$ cat src/rtl/ubvcska_pkg.sv
// Shared definitions for the carry-skip adder sum accumulator.
// Sum width is fixed by the 15b+12b adder operands.
package ubvcska_pkg;

    localparam int SUM_W = 16;

    typedef enum logic [1:0] {
        IDLE  = 2'd0,
        ACCUM = 2'd1,
        HOLD  = 2'd2
    } state_t;

    // Width that holds block_len worst-case sums without overflow.
    function automatic int acc_width(input int sum_w, input int block_len);
        return sum_w + $clog2(block_len);
    endfunction

endpackage

$ cat src/rtl/ubvcska_acc_outreg.sv
// Valid/ready holding register for a completed block total.
// The total stays stable while valid is high; last pulses once after each handoff.
module ubvcska_acc_outreg #(
    parameter int ACC_W = 19
) (
    input  logic             clk,
    input  logic             rst_n,
    input  logic             load,
    input  logic [ACC_W-1:0] load_acc,
    input  logic             ready,
    output logic             valid,
    output logic [ACC_W-1:0] acc,
    output logic             last
);

    logic take;
    assign take = valid && ready;

    always_ff @(posedge clk) begin
        if (!rst_n) begin
            valid <= 1'b0;
            acc   <= '0;
            last  <= 1'b0;
        end else begin
            last <= take;
            if (load) begin
                valid <= 1'b1;
                acc   <= load_acc;
            end else if (take) begin
                valid <= 1'b0;
            end
        end
    end

endmodule

$ cat src/rtl/ubvcska_sum_accumulator.sv
// Accumulates BLOCK_LEN consecutive adder sums into a widened total and
// presents it on a valid/ready output; one block may be held while the next starts.
//
// state | meaning
// IDLE  | no partial block, acc=0, cnt=0
// ACCUM | partial block in progress
// HOLD  | completed total waiting for the consumer
module ubvcska_sum_accumulator
    import ubvcska_pkg::*;
#(
    parameter int BLOCK_LEN = 8,
    parameter int ACC_W     = acc_width(SUM_W, BLOCK_LEN)
) (
    input  logic             CLK,
    input  logic             RSTn,
    input  logic             IN_VALID,
    output logic             IN_READY,
    input  logic [SUM_W-1:0] S_IN,
    input  logic             CLR,
    output logic             OUT_VALID,
    input  logic             OUT_READY,
    output logic [ACC_W-1:0] OUT_ACC,
    output logic             OUT_LAST
);

    localparam int CNT_W = $clog2(BLOCK_LEN);
    localparam logic [CNT_W-1:0] LAST_CNT = CNT_W'(BLOCK_LEN - 1);

    state_t           state, state_nxt;
    logic [ACC_W-1:0] acc, acc_nxt;
    logic [CNT_W-1:0] cnt, cnt_nxt;
    logic [ACC_W-1:0] s_ext;
    logic [ACC_W-1:0] sum;
    logic             in_xfer;
    logic             load;

    // Ready passes OUT_READY straight through so the hold-release cycle can take a sum.
    assign IN_READY = RSTn && !CLR && ((state != HOLD) || OUT_READY);
    assign in_xfer  = IN_VALID && IN_READY;
    assign s_ext    = ACC_W'(S_IN);
    assign sum      = acc + s_ext;

    always_ff @(posedge CLK) begin
        if (!RSTn) begin
            state <= IDLE;
            acc   <= '0;
            cnt   <= '0;
        end else begin
            state <= state_nxt;
            acc   <= acc_nxt;
            cnt   <= cnt_nxt;
        end
    end

    always_comb begin
        state_nxt = state;
        acc_nxt   = acc;
        cnt_nxt   = cnt;
        load      = 1'b0;
        case (state)
            IDLE: begin
                if (CLR) begin
                    acc_nxt = '0;
                    cnt_nxt = '0;
                end else if (in_xfer) begin
                    acc_nxt   = s_ext;
                    cnt_nxt   = CNT_W'(1);
                    state_nxt = ACCUM;
                end
            end
            ACCUM: begin
                if (CLR) begin
                    acc_nxt   = '0;
                    cnt_nxt   = '0;
                    state_nxt = IDLE;
                end else if (in_xfer) begin
                    if (cnt == LAST_CNT) begin
                        load      = 1'b1;
                        acc_nxt   = '0;
                        cnt_nxt   = '0;
                        state_nxt = HOLD;
                    end else begin
                        acc_nxt = sum;
                        cnt_nxt = cnt + CNT_W'(1);
                    end
                end
            end
            HOLD: begin
                // CLR cannot retract a committed total; it only blocks input via IN_READY.
                if (OUT_READY) begin
                    if (in_xfer) begin
                        acc_nxt   = s_ext;
                        cnt_nxt   = CNT_W'(1);
                        state_nxt = ACCUM;
                    end else begin
                        state_nxt = IDLE;
                    end
                end
            end
            default: begin
                acc_nxt   = '0;
                cnt_nxt   = '0;
                state_nxt = IDLE;
            end
        endcase
    end

    ubvcska_acc_outreg #(
        .ACC_W(ACC_W)
    ) u_outreg (
        .clk      (CLK),
        .rst_n    (RSTn),
        .load     (load),
        .load_acc (sum),
        .ready    (OUT_READY),
        .valid    (OUT_VALID),
        .acc      (OUT_ACC),
        .last     (OUT_LAST)
    );

endmodule

$ cat config.mk
export PLATFORM = sky130hd
export DESIGN_NAME = ubvcska_sum_accumulator
export DESIGN_NICKNAME = d
export VERILOG_FILES = /design/src/rtl/ubvcska_pkg.sv /design/src/rtl/ubvcska_acc_outreg.sv /design/src/rtl/ubvcska_sum_accumulator.sv
export SDC_FILE = /design/constraint.sdc
export NUM_CORES = 1
export LEC_CHECK = 0
export CORE_ASPECT_RATIO = 1.4
export CORE_UTILIZATION = 50
export CTS_CLUSTER_DIAMETER = 150
export DETAILED_ROUTE_END_ITERATION = 12
export PLACE_DENSITY = 0.76
export SETUP_SLACK_MARGIN = 0.5
export SLEW_MARGIN = 20
export SYNTH_ARGS = -nofsm -noshare
export SYNTH_HDL_FRONTEND = slang
export SYNTH_HIERARCHICAL = 1
export SYNTH_SLANG_ARGS = --single-unit
$ cat constraint.sdc
create_clock -name CLK -period 5.6 [get_ports CLK]
set_input_delay 1.12 -clock CLK [delete_from_list [all_inputs] [get_ports CLK]]
set_output_delay 1.12 -clock CLK [all_outputs]
set_load 0.02 [all_outputs]
* Word level (Yosys, flattened, before mapping)
Index checks and enable logic that the tools add are counted.
Word-level totals: register bits after elaboration 45, bits of input ports 21, logic and storage cells 55
Operators by class: add/sub/neg operators 2, equal/unequal tests 9, mux-type cells 28, reductions and logical operators 10
Operators by type and width (number):
- $mux W19 | 6
- $pmux W19 S3 | 1
- $add A19 B16 Y19 | 1
- $mux W3 | 6
- $mux W2 | 6
- $pmux W3 S3 | 1
- $ne A2 B2 Y1 const B | 4
- $mux W1 | 7
- $ne A3 B3 Y1 const B | 2
- $pmux W2 S3 | 1
- $reduce_and A5 Y1 | 1
- $logic_and A1 B1 Y1 | 4
- $add A3 B1 Y3 const B | 1
- $eq A3 B3 Y1 const B | 1
- $eq A2 B1 Y1 const B | 1
- $eq A2 B2 Y1 const B | 1
- $logic_not A2 Y1 | 1
- $reduce_and A2 Y1 | 1
- $reduce_bool A2 Y1 | 1
- $logic_not A1 Y1 | 1
- $logic_or A1 B1 Y1 | 1

* Logic depth before layout (Yosys ltp)
Gate-level depths: netlist of run 1.
word-level depth 8, gate-level depth with buffers 12, gate-level depth less buffers 12

* Modules after synthesis
The synthesis of run 1 kept the hierarchy.
Modules (own cells, without submodules):
- ubvcska_sum_accumulator | instances 1, cells an instance 260, area an instance 2067.0 um^2, seq. area each 480.5 um^2
- ubvcska_acc_outreg | instances 1, cells an instance 66, area an instance 779.5 um^2, seq. area each 420.4 um^2

* Worst setup path before layout of run 1
Ideal clock, no wire load.
path kind input -> output, start input port RSTn, end output port IN_READY, arrival 2.179 ns, data required time 4.480 ns, path slack 2.301 ns, cell stages on the path 3, path buffers 2, cells stage by stage clkbuf_1 clkbuf_1 nor3b_1
Between the ends: longest elaborated chain between the ends 2
Ends and longest elaborated chain:
- start, declared | RTL line ubvcska_sum_accumulator.sv:15 | input logic RSTn,
- $logic_and A1 B1 Y1 (2 in a row) | RTL line ubvcska_sum_accumulator.sv:38 | assign IN_READY = RSTn && !CLR && ((state != HOLD) || OUT_READY);
- end, declared | RTL line ubvcska_sum_accumulator.sv:17 | output logic IN_READY,
No other way between the ends.

* Worst setup path after layout of run 1
start input port OUT_READY, end output port IN_READY
Between the ends: longest elaborated chain between the ends 2
Ends and longest elaborated chain:
- start, declared | RTL line ubvcska_sum_accumulator.sv:21 | input logic OUT_READY,
- $logic_or A1 B1 Y1 | RTL line ubvcska_sum_accumulator.sv:38
- $logic_and A1 B1 Y1 | RTL line ubvcska_sum_accumulator.sv:38
No other way between the ends.

==> impl_metrics.tcl, run 1 <==
set metrics [dict create \
    clock_latency_ps 300 \
    root_buffer "clkbuf_8" \
    grt_pass1_vias 2559 \
    antenna_found_initial 0 \
    syn_inst 326 \
    dr.pass1.iters 4 \
    cp-start-kind "input port" \
    hold_violations 0 \
    yosysTopAreaCellShare 0.316 \
    min_from "u_outreg/valid$_SDFFE_PN0P_" \
    postRouteAntennaNets 0 \
    cts_setup_buffers 0 \
    synth_seq_cells 45 \
    ys_types 51 \
    place.gp.congestion 0.905 \
    clk_path_buf_depth 2 \
    multi_input_area_um2 1840 \
    slew_headroom 0.349 \
    htreeDepth 2 \
    synth.most_common_cell "dfxtp_1" \
    setup_viol 0 \
    r2r_start "acc[0]$_SDFFE_PN0P_" \
    ys.warnings.count 6 \
    port_buffers 42 \
    die_area_um2 6000 \
    n_fill_cell 501 \
    core_area_um2 5490 \
    fin_crit_ps 3990 \
    maxCapViolCount 0 \
    ir_worst_vdd_v 0.000137 \
    grt_pass1_wl_um 11400 \
    num_vias 2557 \
    holdPathEnd "u_outreg/last$_SDFF_PN0_" \
    ff2ff_path_depth 12 \
    routed_wl_um 6740 \
    io_pins 43 \
    endpoint_kind "output port" \
    floorplan.die.width_um 65.8 \
    cts_sinks 45 \
    vias_per_cell 5.86 \
    clk_pin_slew_ps 80 \
    synth_top_area_cell "dfxtp_1" \
    arrival_ps 2870 \
    fmax_mhz 250 \
    crit_required_ps 4480 \
    cts_made_buffers 5 \
    ff2ff_setup_slack_ps 2900 \
    cts_tree "built" \
    drive_gt1_frac 0.0571 \
    grt_max_degree 20 \
    initial_core_util 0.519 \
    status "finished clean" \
    period_share 0.713 \
    whs_path_depth 1 \
    wire_per_inst_um 15.5 \
    synth_edf_count 0 \
    worstMarginPinSlew_ps 969 \
    post-layout-total-power_mw 0.649 \
    p_per_area_nw_per_um2 189 \
    synth.area.top_cells "dfxtp_1, mux2i_1, ha_1" \
    synth_common_cells "dfxtp_1, nor2b_1, mux2i_1" \
    drc 0 \
    finalSetupTns_ps 0 \
    yosysSeqAreaShare 0.316 \
    crit_fanout 5 \
    antennaDiodeCount 0 \
    track_usage 0.240 \
    seq_area_um2 901 \
    postSynthAreaPerCell_um2 8.73 \
    gr-total-overflow 0 \
    rsz0062_at_grt "false" \
    layout.nets 407 \
    async_reset_ff_frac 0 \
    timing.rr.end "u_outreg/acc[18]$_SDFFE_PN0P_" \
    leakagePower_nw 1.26 \
    worstSetupPathType "input port to output port" \
    drv_slew 0 \
    hp-class "flip-flop to flip-flop" \
    cts_resized 0 \
    area_growth_pct 20.6 \
    syn_area_um2 2850 \
    finClkSkew_ps 6.25 \
    rows 32 \
    syn-num-nets 366 \
    die_height_um 91.3 \
    ys.flop_type "dfxtp_1" \
    drtIter0Drc 204 \
    ctsHoldBuffers 0 \
    hpwl_um 4900 \
]
## cells in the final DEF, fill, tap and decap left out, drive strengths merged, types with 2 or more instances in the layout
master         synthesis  routed
nand3                  9       9
and2                   3       3
nor2b                 32      32
o21bai                 2       2
buf                    5       6
o21ai                 21      21
xnor2                  7       7
a21boi                 6       6
nor3                   5       5
dfxtp                 45      45
nor2                  19      19
or3                    5       5
a32oi                  2       2
nor3b                  6       6
a222oi                 5       5
o21a                   6       6
clkbuf                 9       7
nand2b                 4       4
a21oi                 22      22
xor2                   8       8
clkdlybuf4s50          0      42
and3                   4       4
inv                   10      10
a21o                   2       2
o32ai                  2       2
mux2i                 26      26
ha                    18      18
a22oi                  9       9
a31oi                  2       2
nand2                 16      16
## sequential cells by signal, indices dropped and copies added, names as in the netlist
register,count
u_outreg/valid,1
acc,19
u_outreg/acc,19
state,2
cnt,3
u_outreg/last,1
## through the flow
step	worst slack (ps)	hold slack, ps	utilization	cells	cell area [um^2]
6_report	1610	496	0.626	436	3430
4_1_cts	1620	500	0.626	436	3430
2_1_floorplan	2300	475	-	326	2850
3_3_place_gp	1630	487	0.606	428	3330
5_1_grt	1520	528	0.626	436	3430
3_5_place_dp	1620	487	0.607	428	3330
## where the power goes
| group | total [mW] | internal, mW | switching [mW] |
|---|---|---|---|
| logic | 0.100 | 0.0471 | 0.0533 |
| clock network | 0.222 | 0.112 | 0.111 |
| registers | 0.326 | 0.323 | 0.00308 |
| total | 0.649 | 0.482 | 0.167 |
## routing by layer
layer | vias up | global-route usage | share of wire | routed length (um)
met1 | 1181 | 0.301 | 0.43 | 2870
li1 | 1266 | - | - | -
met5 | - | 0 | 0 | 0
met4 | 0 | 0.109 | 0.020 | 136
met3 | 13 | 0.0503 | 0.068 | 459
met2 | 97 | 0.384 | 0.49 | 3280
## worst max-delay path, stage by stage
cell and delay (ps):
clkdlybuf4s50_1 480, nor3b_1 600, nor3b_1 110, clkdlybuf4s50_1 570
## kinds of logic after synthesis
| kind of cell | after synthesis | share of synthesized area |
|---|---|---|
| AND/OR/NAND/NOR | 104 | 0.196 |
| AO/OA/AOI/OAI | 92 | 0.221 |
| flip-flops | 45 | 0.316 |
| multiplexers | 27 | 0.0954 |
| buffers and inverters | 24 | 0.0382 |
| adder cells (fa/ha/maj) | 19 | 0.0862 |
| XOR/XNOR | 15 | 0.0462 |
## worst max-delay path by stage
stage | to | start | cells past startpoint
2_1_floorplan | IN_READY | RSTn | 3
3_3_place_gp | IN_READY | OUT_READY | 4
3_5_place_dp | IN_READY | OUT_READY | 4
4_1_cts | IN_READY | OUT_READY | 4
5_1_grt | IN_READY | OUT_READY | 4
6_report | IN_READY | OUT_READY | 4
## area by class of cell
class,count,share of cell area
multi-input combinational,257,0.537
inverter,10,0.0109
clock inverter,1,0.00146
tap,68,0.0248
clock buffer,7,0.0281
sequential,45,0.262
timing repair buffer,48,0.136
No activity file was read; power rests on OpenSTA's default activity.
==> inputs of run 2 (changes only) <==
Clock period 5.6 ns to 3.85 ns, I/O delays scaled along.
==> run 2 against run 1 <==
Compared with the run above:
- via count decreased by 0.20%
- count of clock-buffer cells in the layout down 1
- sequential power rose by 46%
- hold slack better by 1.1 ps
- critical endpoint unchanged
- largest cell class unchanged
==> impl_metrics.tcl, run 2 (same netlist as run 1, synthesis figures left out) <==
set metrics [dict create \
    drc 0 \
    port_buffers 42 \
    layout_common_cells "dfxtp_1, clkdlybuf4s50_1, nor2b_1, mux2i_1, a21oi_1" \
    period_share 0.835 \
    num_vias 2552 \
    htreeDepth 2 \
    cts_setup_buffers 0 \
    layout_setup_ws_ps 635 \
    maxCapViolCount 0 \
    io_pins 43 \
    p_per_area_nw_per_um2 265 \
    antenna_found_initial 0 \
    ff2ff_path_depth 13 \
    wire_per_inst_um 15.5 \
    rows 32 \
    drtIter0Drc 144 \
    final_common_cell "dfxtp_1" \
    crit_required_ps 3080 \
    clock_latency_ps 300 \
    dr.pass1.iters 5 \
    rsz0062_at_grt "false" \
    finClkSkew_ps 5.53 \
    ctsHoldBuffers 0 \
    clk_pin_slew_ps 90 \
    drv_slew 0 \
    whs_path_depth 1 \
    initial_core_util 0.519 \
    slew_headroom 0.538 \
    ir_worst_vdd_v 0.000170 \
    fmax_mhz 311 \
    gr-total-overflow 0 \
    hp-class "flip-flop to flip-flop" \
    area_growth_pct 21.2 \
    min_from "u_outreg/valid$_SDFFE_PN0P_" \
    antennaDiodeCount 0 \
    n_fill_cell 503 \
    layout.nets 411 \
    cts_made_buffers 5 \
    floorplan.die.width_um 65.8 \
    core_area_um2 5490 \
    holdPathEnd "u_outreg/last$_SDFF_PN0_" \
    arrival_ps 2440 \
    die_area_um2 6000 \
    postRouteAntennaNets 0 \
    cp-start-kind "input port" \
    worstMarginPinSlew_ps 693 \
    top_regs "acc (19), u_outreg/acc (19), cnt (3)" \
    setup_viol 0 \
    clk_path_buf_depth 2 \
    crit_fanout 5 \
    hold_violations 0 \
    leakagePower_nw 1.27 \
    die_height_um 91.3 \
    worstSetupPathType "input port to output port" \
    grt_max_degree 43 \
    endpoint_kind "output port" \
    dp_slack_ps 422 \
    grt_pass1_vias 2452 \
    ff2ff_setup_slack_ps 1310 \
    status "finished clean" \
    grt_pass1_wl_um 11100 \
    track_usage 0.239 \
    place.gp.congestion 0.903 \
    r2r_start "acc[0]$_SDFFE_PN0P_" \
    vias_per_cell 5.80 \
    cts_tree "built" \
    post-layout-total-power_mw 0.913 \
    root_buffer "clkbuf_8" \
    finalSetupTns_ps 0 \
    cts_sinks 45 \
    drive_gt1_frac 0.0618 \
    hpwl_um 4810 \
    fin_crit_ps 3210 \
    routed_wl_um 6820 \
    cts_resized 0 \
    timing.rr.end "u_outreg/acc[18]$_SDFFE_PN0P_" \
]
-- run 2: cell types whose count changed in the layout (fill, tap and decap cells not counted), sizes merged --
| cell | before | now |
|---|---|---|
| clkbuf | 7 | 6 |
| clkinv | 1 | 2 |
| buf | 6 | 10 |
-- run 2: per-layer routing --
| layer | GRT usage | wire (um) |
|---|---|---|
| met4 | 0.0960 | 86 |
| met5 | 0 | 0 |
| met3 | 0.0389 | 266 |
| met1 | 0.294 | 3110 |
| met2 | 0.404 | 3360 |
-- run 2: where the power goes --
group,switching [mW],total (mW),internal [mW]
combinational,0.0771,0.146,0.0691
sequential,0.00428,0.475,0.470
clock,0.166,0.292,0.126
total,0.247,0.913,0.666
-- run 2: area by class of cell --
cell class	instances	area, um^2	share of cell area
Timing Repair Buffer	52	508	0.147
Tap cell	68	85.1	0.0247
Inverter	10	37.5	0.0109
Clock inverter	2	10.0	0.00290
Sequential cell	45	901	0.261
Multi-Input combinational cell	257	1840	0.532
Clock buffer	6	72.6	0.0210
-- run 2: how the worst max path moves through the flow --
stage / from / to / cells past startpoint
floorplan: S_IN[0] / u_outreg/acc[18]$_SDFFE_PN0P_ / 12
global placement: S_IN[0] / u_outreg/acc[18]$_SDFFE_PN0P_ / 14
detailed placement: S_IN[0] / u_outreg/acc[18]$_SDFFE_PN0P_ / 14
CTS: OUT_READY / IN_READY / 5
global route: OUT_READY / IN_READY / 5
finish: OUT_READY / IN_READY / 5
-- run 2: through the flow --
step | instances | utilization | hold slack [ps] | area, um^2
floorplan | 326 | - | 475 | 2850
global placement | 432 | 0.614 | 484 | 3370
detailed placement | 432 | 0.614 | 494 | 3370
CTS | 440 | 0.629 | 502 | 3450
global route | 440 | 0.629 | 526 | 3450
finish | 440 | 0.629 | 497 | 3450
-- run 2: critical path, cell delays in order --
cell and delay (ps):
clkdlybuf4s50_1 560, nor3b_1 70, buf_4 160, nor3b_1 230, clkdlybuf4s50_1 650
==> inputs of run 3 (changes only) <==
Settings changed: CORE_UTILIZATION 50 to 49, PLACE_DENSITY 0.76 to 0.77.
Clock period 3.85 ns to 2.8 ns, I/O delays scaled along.
==> run 3 against run 2 <==
Compared with the run above:
- global-route usage grew 3.8 points
- register-to-register slack lost 750 ps
- wire length grew 17%
- die area grew 2.0%
- first-iteration DRC count grew 10%
- final area grew 17%
- sequential power grew 38%
- flip-flop and latch count is the same
- critical path depth grew 8
- clock power grew 74%
==> impl_metrics.tcl, run 3 (same netlist as run 1, synthesis figures left out) <==
set metrics [dict create \
    status "finished clean" \
    area_growth_pct 41.4 \
    clk_path_buf_depth 2 \
    endpoint_kind "flip-flop" \
    die_height_um 92.2 \
    vias_per_cell 5.81 \
    drv_slew 0 \
    grt_pass1_wl_um 12900 \
    drive_gt1_frac 0.274 \
    hp-class "flip-flop to flip-flop" \
    crit_fanout 4 \
    place.gp.congestion 0.870 \
    root_buffer "clkbuf_8" \
    ctsHoldBuffers 0 \
    drtIter0Drc 159 \
    layout_common_cells "buf_4, dfxtp_1, nor2b_1, mux2i_1, clkdlybuf4s50_1" \
    period_share 0.804 \
    wire_per_inst_um 16.7 \
    drc 0 \
    rows 32 \
    postRouteAntennaNets 0 \
    maxCapViolCount 0 \
    track_usage 0.277 \
    p_per_area_nw_per_um2 357 \
    htreeDepth 2 \
    leakagePower_nw 1.51 \
    met3_usage 0.0435 \
    worstMarginPinSlew_ps 441 \
    cts_tree "built" \
    busiest_layer "met2" \
    final_common_cell "buf_4" \
    antenna_found_initial 0 \
    use_met2 0.467 \
    layout_setup_ws_ps 550 \
    layout.nets 448 \
    place_inst 458 \
    finalSetupTns_ps 0 \
    clock_latency_ps 310 \
    core_area_um2 5570 \
    hold_violations 0 \
    grt.met1_usage 0.328 \
    cts_sinks 45 \
    cp-start-kind "input port" \
    cts_made_buffers 5 \
    setup_viol 0 \
    finClkSkew_ps 8.80 \
    top_regs "acc (19), u_outreg/acc (19), cnt (3)" \
    dr.pass1.iters 5 \
    floorplan.die.width_um 66.4 \
    slew_headroom 0.705 \
    post-layout-total-power_mw 1.44 \
    die_area_um2 6120 \
    num_vias 2769 \
    fin_crit_ps 2250 \
    hpwl_um 5330 \
    grt_max_degree 45 \
    routed_wl_um 7970 \
    clk_pin_slew_ps 90 \
    ir_worst_vdd_v 0.000328 \
    grt_pass1_vias 2812 \
    fmax_mhz 444 \
    port_buffers 42 \
    initial_core_util 0.511 \
    fin_cells 477 \
    crit_required_ps 3010 \
    gr-total-overflow 0 \
    worstSetupPathType "input port to flip-flop" \
    antennaDiodeCount 0 \
    dp_slack_ps -227 \
    rsz0062_at_grt "true" \
    arrival_ps 2460 \
    io_pins 43 \
]
-- run 3: cell types whose count changed in the layout (fill, tap and decap cells not counted), sizes merged, moves of 2 or more --
cell	delta
buf	+39
clkbuf	+3
clkdlybuf4s15	+2
clkdlybuf4s50	-16
dlygate4sd2	+6
dlymetal6s2s	+2
-- run 3: per-stage QoR --
step / instance area, um^2 / util / hold WS (ps)
floorplan: 2890 / - / 475
finish: 4030 / 0.723 / 511
detailed placement: 3590 / 0.645 / 501
global placement: 3590 / 0.645 / 481
CTS: 3910 / 0.703 / 513
global route: 4030 / 0.723 / 532
-- run 3: final timing paths --
path / from / to / slack (ps) / depth (start not counted)
worst min register to register: u_outreg/valid$_SDFFE_PN0P_ / u_outreg/last$_SDFF_PN0_ / 510 / 1
worst min-delay path: u_outreg/valid$_SDFFE_PN0P_ / u_outreg/last$_SDFF_PN0_ / 510 / 1
worst max-delay path: S_IN[0] / u_outreg/acc[18]$_SDFFE_PN0P_ / 550 / 13
worst max register to register: acc[0]$_SDFFE_PN0P_ / u_outreg/acc[18]$_SDFFE_PN0P_ / 560 / 12
-- run 3: cell type report --
| cell class | count | area, um^2 |
|---|---|---|
| Tap cell | 68 | 85.1 |
| Sequential cell | 45 | 905 |
| Clock buffer | 5 | 68.8 |
| Multi-Input combinational cell | 257 | 2130 |
| Timing Repair Buffer | 89 | 748 |
| Clock inverter | 3 | 46.3 |
| Inverter | 10 | 37.5 |
| Fill cell | 406 | 1540 |
-- run 3: timing repair --
item / in CTS / in global routing
resized for setup: 55 / 32
pin swaps: 26 / 25
buffers inserted: 7 / 4
setup endpoints to repair: 28 / 22
-- run 3: power by group --
group	leakage [nW]	internal, mW	switching [mW]
clock network	0.0543	0.267	0.242
logic	1.09	0.139	0.134
registers	0.365	0.647	0.00849
-- run 3: metal layers --
metal / routed length, um / share of wire / up-vias
li1: - / - / 1344
met1: 3220 / 0.40 / 1324
met5: 0 / 0 / -
met4: 130 / 0.016 / 0
met3: 482 / 0.061 / 13
met2: 4130 / 0.52 / 88
-- run 3: worst max-delay path: stages --
cell and delay, ps:
buf_6 100, ha_4 150, inv_2 50, fa_2 230
nor2b_4 50, o31a_1 300, o21ai_2 240, nand2_2 120
a31oi_4 270, nor2_2 60, xor2_1 140, mux2i_1 130
nor2b_1 60
